==> config.mk <==
export PLATFORM = sky130hd
export DESIGN_NAME = spi_config_master
export DESIGN_NICKNAME = d
export VERILOG_FILES = /design/src/rtl/spi_config_master.sv
export SDC_FILE = /design/constraint.sdc
export NUM_CORES = 1
export LEC_CHECK = 0
export CAP_MARGIN = 0
export CORE_ASPECT_RATIO = 1.5
export CORE_MARGIN = 1.5
export CORE_UTILIZATION = 45
export DETAILED_ROUTE_END_ITERATION = 10
export GPL_TIMING_DRIVEN = 0
export PLACE_DENSITY = 0.7
export SETUP_SLACK_MARGIN = 0.1
export SLEW_MARGIN = 10
export SYNTH_ARGS = -nofsm -noshare
export SYNTH_HDL_FRONTEND = slang
export SYNTH_SLANG_ARGS = --single-unit
==> constraint.sdc <==
create_clock -name clk -period 2 [get_ports clk]
set_clock_uncertainty 0.05 [all_clocks]
set_input_delay 0.6 -clock clk [delete_from_list [all_inputs] [get_ports clk]]
set_output_delay 0.6 -clock clk [all_outputs]
set_load 0.005 [all_outputs]
==> src/rtl/spi_config_master.sv <==
// SPI mode-0 master: sends FrameWords words MSB-first under one cs-low window, stalling with cs low between words.
// wordReady is high only in IDLE/STALL; abort ends the frame on the next cycle; every output is registered.
module spi_config_master #(
  parameter int WordWidth  = 16,
  parameter int FrameWords = 7,
  parameter int ClkDiv     = 4
) (
  input  logic                 clk,
  input  logic                 reset,
  input  logic [WordWidth-1:0] wordData,
  input  logic                 wordValid,
  output logic                 wordReady,
  input  logic                 abort,
  output logic                 spiClk,
  output logic                 mosi,
  output logic                 cs,
  output logic                 busy,
  output logic                 frameDone
);

  localparam int DivW  = $clog2(ClkDiv);
  localparam int BitW  = $clog2(WordWidth);
  localparam int WordW = (FrameWords > 1) ? $clog2(FrameWords) : 1;

  localparam logic [DivW-1:0]  DivLast  = DivW'(ClkDiv - 1);
  localparam logic [BitW-1:0]  BitLast  = BitW'(WordWidth - 1);
  localparam logic [WordW-1:0] WordLast = WordW'(FrameWords - 1);

  typedef enum logic [2:0] {IDLE, LEAD, HIGH, LOW, STALL, TRAIL, GAP} stateT;

  stateT                state;
  logic [DivW-1:0]      divCnt;
  logic [BitW-1:0]      bitCnt;
  logic [WordW-1:0]     wordCnt;
  // Bits still to send below the one currently on mosi.
  logic [WordWidth-2:0] shiftReg;

  logic handshake;
  logic phaseEnd;

  assign handshake = wordValid && wordReady;
  assign phaseEnd  = (divCnt == DivLast);

  always_ff @(posedge clk or negedge reset) begin
    if (!reset) begin
      state     <= IDLE;
      divCnt    <= '0;
      bitCnt    <= '0;
      wordCnt   <= '0;
      shiftReg  <= '0;
      cs        <= 1'b1;
      spiClk    <= 1'b0;
      mosi      <= 1'b0;
      busy      <= 1'b0;
      frameDone <= 1'b0;
      wordReady <= 1'b1;
    end else begin
      frameDone <= 1'b0;
      // Abort beats a coincident STALL handshake, so that word is simply dropped.
      if (abort && state != IDLE) begin
        state     <= GAP;
        divCnt    <= '0;
        cs        <= 1'b1;
        spiClk    <= 1'b0;
        mosi      <= 1'b0;
        wordReady <= 1'b0;
      end else begin
        case (state)
          IDLE: begin
            if (handshake) begin
              state     <= LEAD;
              divCnt    <= '0;
              bitCnt    <= '0;
              wordCnt   <= '0;
              shiftReg  <= wordData[WordWidth-2:0];
              mosi      <= wordData[WordWidth-1];
              cs        <= 1'b0;
              busy      <= 1'b1;
              wordReady <= 1'b0;
            end
          end
          LEAD, LOW: begin
            divCnt <= phaseEnd ? '0 : divCnt + DivW'(1);
            if (phaseEnd) begin
              state  <= HIGH;
              spiClk <= 1'b1;
            end
          end
          HIGH: begin
            divCnt <= phaseEnd ? '0 : divCnt + DivW'(1);
            if (phaseEnd) begin
              spiClk <= 1'b0;
              if (bitCnt != BitLast) begin
                // Shift on the falling edge so mosi holds through the whole HIGH phase.
                state    <= LOW;
                mosi     <= shiftReg[WordWidth-2];
                shiftReg <= {shiftReg[WordWidth-3:0], 1'b0};
                bitCnt   <= bitCnt + BitW'(1);
              end else if (wordCnt != WordLast) begin
                state     <= STALL;
                wordReady <= 1'b1;
              end else begin
                state <= TRAIL;
              end
            end
          end
          STALL: begin
            if (handshake) begin
              state     <= LOW;
              divCnt    <= '0;
              bitCnt    <= '0;
              wordCnt   <= wordCnt + WordW'(1);
              shiftReg  <= wordData[WordWidth-2:0];
              mosi      <= wordData[WordWidth-1];
              wordReady <= 1'b0;
            end
          end
          TRAIL: begin
            divCnt <= phaseEnd ? '0 : divCnt + DivW'(1);
            if (phaseEnd) begin
              state     <= GAP;
              cs        <= 1'b1;
              mosi      <= 1'b0;
              frameDone <= 1'b1;
            end
          end
          GAP: begin
            divCnt <= phaseEnd ? '0 : divCnt + DivW'(1);
            if (phaseEnd) begin
              state     <= IDLE;
              busy      <= 1'b0;
              wordReady <= 1'b1;
            end
          end
          default: state <= IDLE;
        endcase
      end
    end
  end

endmodule

==> results.txt, run 1 <==
----------------------------------------------------
[Placed design]
  Placed cell areas ... 0.002192 mm^2
  Worst slack, placed ... -0.5348 ns
  HPWL after detailed placement ... 3.204 mm
  Number of port buffers ... 25
  Final estimated routing congestion in global placement ... 0.8821

[Final layout]
  Filler cell count in the final layout ... 370
  Util after Layout ... 59.74%
  Layout Cell Area excl Fill ... 0.002386 mm^2
  Antenna diode instance count ... 0
  Nets@finish ... 238
  Layout cell share with drive strength beyond 1 ... 30.23%
  Signed area change from the synthesized netlist to the final layout ... 26.21%

[Timing]
  Max Clock Freq ... 0.5370 GHz
  Period utilization ... 93.11%
  Setup TNS ... 0 ns
  Setup slack of the critical path after layout ... 0.1378 ns
  Final number of hold-violating endpoints ... 0
  Worst relative slew slack ... 51.61%
  Hold Slack ... 0.3159 ns
  Finish-stage setup viols ... 0
  Tmin final ... 1.862 ns
  Slew @ Worst Pin ... 0.7259 ns
  Final number of max-transition violations ... 0
  Unrepaired setup endpoints after global routing ... true

[Route]
  Wire length reported by the detailed router ... 4.394 mm
  Antenna-violating nets left ... 0
  Length of the first detailed-routing pass in iterations ... 4
  DRC violation total after the first TritonRoute iteration ... 43
  Vias per cell ... 5.877
  DRC errors left ... 0
  Routed vias ... 1528
  Post-detailed-route wirelength per cell ... 16.90 um

[Global route]
  Wire length of the first global-routing pass ... 7.403 mm
  Antenna violations before repair ... 0
  Number of global-route vias before repair ... 1579
  GRT Resource Usage Total ... 21.36%
  Pin count of the biggest net entering global routing ... 34
  Aggregate global routing overflow ... 0

[Critical path]
  WP buf/inv ... 2
  Worst setup SP type ... flop
  Slowest CP cell ... or4_1
  Critical path start-end classification ... reg2reg
  WP data required ... 2.15 ns
  Critical path fanouts, max ... 6
  Cell Chain, Critical Path ... ha_2 > buf_6 > and4bb_1 > a32oi_4 > buf_12 > or4_1 > o211ai_1
  Critical Path Sink Type ... flop
  WP data arrival ... 2.02 ns
  Delay of the slowest critical-path stage ... 0.50 ns
  Dominant delay contributor by cell family on the critical path ... simple AND/OR/NAND/NOR gates

[Yosys]
  Number of synthesized register bits ... 33
  Share of the synthesized area in the top cell type ... 41.03%
  Cell with the most instances after synthesis ... dfrtp_1
  Number of distinct library cells after synthesis ... 43
  Register area share after synthesis ... 43.81%
  Post-synth ARST share ... 100.0%
  Predominant post-synthesis flop cell ... dfrtp_1
  Commonest cells post-synth ... 31 x dfrtp_1, 20 x mux2_2, 13 x nand2_1, 12 x o21ai_0
  Cell types with the largest area share after synthesis ... dfrtp_1 41%, mux2_2 12%, mux2_4 7.9%
  Netlist area before placement ... 0.001891 mm^2
  Synth Instances ... 174
  Count of yosys warnings during synthesis ... 0
  Average instance area after synthesis ... 10.87 um^2
  Number of enable-type register cells in the synthesized netlist ... 0
  Cell taking the most area after synthesis ... dfrtp_1
  Net count after synthesis ... 198

[Job]
  Number of violations of the max-capacitance limit ... 0

[CTS]
  Max H-tree Level ... 2
  Clock transition time at the flip-flop clock pins of the worst setup and hold paths ... 0.07 ns
  Clock buffer count from CTS ... 5
  Clk sinks ... 33
  CTS Hold Buffers Added ... 0
  Clock latency on the worst-skew pair ... 0.28 ns
  Deepest clock path buffer count ... 2
  CTS tree ... built
  Clock root cell ... clkbuf_8

[Floorplanning]
  Core box area ... 0.003994 mm^2
  Top Ports ... 26
  Std cell rows ... 28
  DIE AREA ... 0.004607 mm^2
  Die height ... 82.39 um
  Initial core utilization ... 47.34%
  Die span in x ... 55.92 um

[Min path]
  Min-delay worst type ... in2async

[Pwr]
  Leakage power ... 1.070 nW
  P per Cell Area ... 1269 mW/mm^2
  Peak VDD IR ... 0.7292 mV

[Outcome]
  Run status ... completed

----------------------------------------------------
## kinds of logic after synthesis
family          share of synthesized area [%]
compound gates                          16.94
simple gates                            11.19
flops                                   43.81
mux                                     19.85
buf+inv                                 5.559
fa+ha+maj                               2.647
## placed cells by master (no fill, tap or decap), types with 2 or more instances in the layout
| cell type | synthesis | routed |
|---|---|---|
| mux2_4 | 10 | 10 |
| o211ai_1 | 2 | 2 |
| o41ai_1 | 3 | 3 |
| nor2_1 | 6 | 5 |
| buf_12 | 0 | 2 |
| or4_1 | 3 | 3 |
| dfrtp_1 | 31 | 31 |
| nand2_1 | 13 | 13 |
| nor3_1 | 4 | 4 |
| a21oi_1 | 7 | 7 |
| dfstp_2 | 2 | 2 |
| ha_1 | 4 | 3 |
| clkbuf_8 | 0 | 6 |
| and3_1 | 2 | 2 |
| clkdlybuf4s50_1 | 0 | 20 |
| o31ai_1 | 4 | 4 |
| o221ai_1 | 2 | 2 |
| clkbuf_1 | 1 | 3 |
| inv_1 | 10 | 10 |
| mux2_2 | 20 | 20 |
| dlygate4sd2_1 | 0 | 3 |
| nand3_1 | 6 | 5 |
| o21ai_0 | 12 | 12 |
| buf_6 | 2 | 2 |
| a21o_1 | 3 | 3 |
| buf_4 | 1 | 8 |
| nor2_4 | 1 | 2 |
| buf_2 | 6 | 5 |
## cell type report
class                   instances  area [um^2]  area share [%]
clock buffers                   8        90.09           3.776
repair buffers                 33        309.0           12.95
plain buffers                  11        85.08           3.566
multi-input cells             120        979.7           41.06
flip-flops and latches         33        828.3           34.71
well taps                      45        56.30           2.360
inverters                      10        37.54           1.573
## stage by stage
stage	std cells	total power, mW
floorplan	174	2.064
global placement	244	2.371
detailed placement	244	2.430
CTS	256	3.002
global route	260	3.242
finish	260	3.028
## sequential cells by signal (all words and copies together), names as in the netlist
| signal | flops |
|---|---|
| shiftReg | 15 |
| bitCnt | 4 |
| state | 3 |
| wordCnt | 3 |
| divCnt | 2 |
| busy | 1 |
| cs | 1 |
| frameDone | 1 |
| mosi | 1 |
| spiClk | 1 |
| wordReady | 1 |
## routing by layer
metal / global-route usage (%) / part of all wire [%] / vias to the layer above
met5: 0 / 0 / -
met4: 13.33 / 2.4 / 0
met3: 5.140 / 4.7 / 8
met2: 39.17 / 54 / 46
met1: 21.98 / 39 / 755
li1: - / - / 719
## timing repair
item / 4_1_cts / 5_1_grt
buffers inserted: 4 / 4
pin swaps: 4 / 4
gates resized for setup: 11 / 7
endpoints found under the setup margin: 28 / 19
## report_power, final
group / total (mW) / internal (mW) / switching (mW)
clock network: 0.514 / 0.280 / 0.234
registers: 1.07 / 0.917 / 0.154
logic: 1.44 / 0.760 / 0.683
## final timing paths
| path | from | end | slack (ns) | cells after the start |
|---|---|---|---|---|
| max | divCnt[0] | bitCnt[2] | 0.14 | 7 |
| min | reset | bitCnt[3] | 0.32 | 1 |
| max reg2reg | divCnt[0] | bitCnt[2] | 0.14 | 7 |
| min reg2reg | cs | cs | 0.42 | 2 |
| max in group asynchronous | reset | shiftReg[3] | 1.11 | 1 |
| min in group clk | cs | cs | 0.42 | 2 |
(Power assumes the default switching activity.)
==> inputs of run 2 (changes only) <==
--- a/config.mk
+++ b/config.mk
@@ -7,7 +7,6 @@
 export LEC_CHECK = 0
 export CAP_MARGIN = 0
 export CORE_ASPECT_RATIO = 1.5
-export CORE_MARGIN = 1.5
 export CORE_UTILIZATION = 45
 export DETAILED_ROUTE_END_ITERATION = 10
 export GPL_TIMING_DRIVEN = 0
==> run 2 against run 1 <==
- clock power is 4.9% lower
- combinational power is 3% higher
- critical path depth stayed put
- via count is 0.72% higher
- wire length is 4.2% higher
- register-to-register slack worse by 0.03 ns
- worst setup slack worse by 0.032 ns
- first-iteration DRC count is 14% higher
- final cell count is 0.77% higher
- highest routed layer unchanged
==> results.txt, run 2 (same netlist as run 1, synthesis figures left out) <==
----------------------------------------------------
[Global route]
  Antenna violations before repair ... 0 (unchanged)
  Global-route layer with the greatest usage ... met2
  Pin count of the biggest net entering global routing ... 34 (unchanged)
  GRT Resource Usage Total ... 22.00% (+0.64 points)
  Met2 Usage GRT ... 39.16% (about the same)
  Routing usage on met3 ... 4.869% (-0.27 points)
  Global-route track usage on met1 ... 23.76% (+1.8 points)
  Number of global-route vias before repair ... 1549 (-1.9%)
  Aggregate global routing overflow ... 0 (unchanged)
  Wire length of the first global-routing pass ... 7.003 mm (-5.4%)

[Pwr]
  Final Power ... 3.041 mW (+0.43%)
  P per Cell Area ... 1264 mW/mm^2 (-0.41%)
  Leakage power ... 1.078 nW (+0.74%)
  Peak VDD IR ... 0.7701 mV (+5.6%)

[Critical path]
  Critical path fanouts, max ... 5 (-1)
  WP data required ... 2.13 ns (-0.02 ns)
  Cell depth of the worst flop-to-flop path ... 7 (unchanged)
  Worst setup path startpoint ... divCnt[1]
  Critical path start-end classification ... reg2reg
  Critical Path Sink Type ... flop
  WP data arrival ... 2.02 ns (about the same)
  Critical R2R Launch ... divCnt[1]
  Capture instance of the worst register-to-register path ... shiftReg[2]
  Worst setup SP type ... flop
  Endpoint of the most critical setup path ... shiftReg[2]
  Setup slack on the worst flop-to-flop path ... 0.11 ns (-0.03 ns)

[Final layout]
  Largest register by flop count ... shiftReg
  Signed area change from the synthesized netlist to the final layout ... 27.27%
  Antenna diode instance count ... 0 (unchanged)
  Fin cells ... 262 (+0.77%)
  Util after Layout ... 60.24% (+0.50 points)
  Most frequent standard cell in the layout excluding fill and tap cells ... dfrtp_1
  Filler cell count in the final layout ... 349 (-5.7%)
  Largest register FFs ... 15 (unchanged)
  Layout cell share with drive strength beyond 1 ... 31.80% (+1.6 points)
  Nets@finish ... 240 (+0.84%)
  Highest-count cells in the layout ignoring fill and taps ... 31 x dfrtp_1, 20 x mux2_2, 20 x clkdlybuf4s50_1
  Largest regs ... shiftReg (15), bitCnt (4)
  Layout Cell Area excl Fill ... 0.002406 mm^2 (+0.84%)

[Route]
  Wire length reported by the detailed router ... 4.577 mm (+4.2%)
  Length of the first detailed-routing pass in iterations ... 4 (unchanged)
  Routed vias ... 1539 (+0.72%)
  DRC violation total after the first TritonRoute iteration ... 49 (+14%)
  DRC errors left ... 0 (unchanged)
  Antenna-violating nets left ... 0 (unchanged)
  Vias per cell ... 5.874 (about the same)
  Post-detailed-route wirelength per cell ... 17.47 um (+3.4%)

[Placed design]
  HPWL after detailed placement ... 3.220 mm (+0.50%)
  Placed cell areas ... 0.002192 mm^2 (unchanged)
  Final estimated routing congestion in global placement ... 0.9182 (+4.1%)
  Placed Cells incl. Taps ... 244 (unchanged)
  Worst slack, placed ... -0.5305 ns (+0.004277 ns)
  Number of port buffers ... 25 (unchanged)

[Timing]
  Hold Slack ... 0.3103 ns (-0.005570 ns)
  Final number of max-transition violations ... 0 (unchanged)
  Finish-stage setup viols ... 0 (unchanged)
  Unrepaired setup endpoints after global routing ... true
  Setup slack of the critical path after layout ... 0.1059 ns (-0.03189 ns)
  Worst relative slew slack ... 52.36% (+0.75 points)
  Max Clock Freq ... 0.5280 GHz (-1.7%)
  Period utilization ... 94.70% (+1.6 points)
  Slew @ Worst Pin ... 0.7146 ns (-0.01125 ns)
  Setup TNS ... 0 ns (unchanged)
  Tmin final ... 1.894 ns (+0.03189 ns)
  Final number of hold-violating endpoints ... 0 (unchanged)

[CTS]
  CTS Hold Buffers Added ... 0 (unchanged)
  Clk sinks ... 33 (unchanged)
  Max H-tree Level ... 2 (unchanged)
  CTS tree ... built
  Clock root cell ... clkbuf_8
  Clock latency on the worst-skew pair ... 0.29 ns (about the same)
  Deepest clock path buffer count ... 2 (unchanged)
  Clock buffer count from CTS ... 5 (unchanged)
  Clock transition time at the flip-flop clock pins of the worst setup and hold paths ... 0.07 ns (about the same)

[Floorplanning]
  DIE AREA ... 0.004470 mm^2 (-3.0%)
  Die height ... 81.39 um (-1.2%)
  Die span in x ... 54.92 um (-1.8%)
  Std cell rows ... 28 (unchanged)
  Core box area ... 0.003994 mm^2 (unchanged)
  Top Ports ... 26 (unchanged)
  Initial core utilization ... 47.34% (unchanged)

[Min path]
  Min-delay worst type ... in2async

[Job]
  Number of violations of the max-capacitance limit ... 0 (unchanged)

[Outcome]
  Run status ... completed

----------------------------------------------------
run 2: cell count changes in the layout (fill, tap and decap cells not counted), sizes merged:
cell	previous run	this run
buf	18	19
clkbuf	11	9
clkinv	0	2
clkinvlp	0	1
run 2: worst min-delay path by stage:
stage                             end  slack, ns  depth (start not counted)
final                       bitCnt[3]       0.31                          1
after global routing      shiftReg[1]       0.38                          1
after CTS                 shiftReg[2]       0.34                          1
after detailed placement           cs       0.42                          2
after global placement             cs       0.42                          2
after floorplan             bitCnt[0]       0.25                          0
run 2: final cells by class:
cell class / instances / area [um^2] / share of cell area (%)
Clock buffer: 5 / 68.82 / 2.860
Multi-Input combinational cell: 120 / 979.7 / 40.72
Buffer: 11 / 85.08 / 3.536
Tap cell: 45 / 56.30 / 2.340
Clock inverter: 3 / 17.52 / 0.7280
Sequential cell: 33 / 828.3 / 34.43
Timing Repair Buffer: 35 / 332.8 / 13.83
Inverter: 10 / 37.54 / 1.560
run 2: routing by layer:
metal / up-vias / part of all wire [%]
li1: 719 / -
met1: 750 / 38
met2: 61 / 55
met3: 9 / 5.0
met4: 0 / 1.8
met5: - / 0
run 2: where the power goes:
group          switching (mW)  internal (mW)
combinational           0.704          0.779
clock                   0.250          0.240
sequential              0.152          0.916
total                    1.11           1.94
run 2: what timing repair did:
item,CTS,global route
resized for setup,11,8
setup endpoints to repair,29,15
cloned,0,1
setup buffers,4,5
pin swaps,3,5
run 2: critical path, cell delays in order, from the launching register on:
cell and delay, ns:
dfrtp_1 0.39, ha_2 0.19, buf_6 0.12, and4bb_1 0.21, a32oi_4 0.25, nor2_4 0.10
clkbuf_16 0.17, mux2_4 0.29
==> inputs of run 3 (changes only) <==
--- a/config.mk
+++ b/config.mk
@@ -8,6 +8,7 @@
 export CAP_MARGIN = 0
 export CORE_ASPECT_RATIO = 1.5
 export CORE_UTILIZATION = 45
+export CTS_CLUSTER_SIZE = 40
 export DETAILED_ROUTE_END_ITERATION = 10
 export GPL_TIMING_DRIVEN = 0
 export PLACE_DENSITY = 0.7
==> results of run 3 <==
Same layout as run 2: the final DEF is identical, and so are final timing and power.
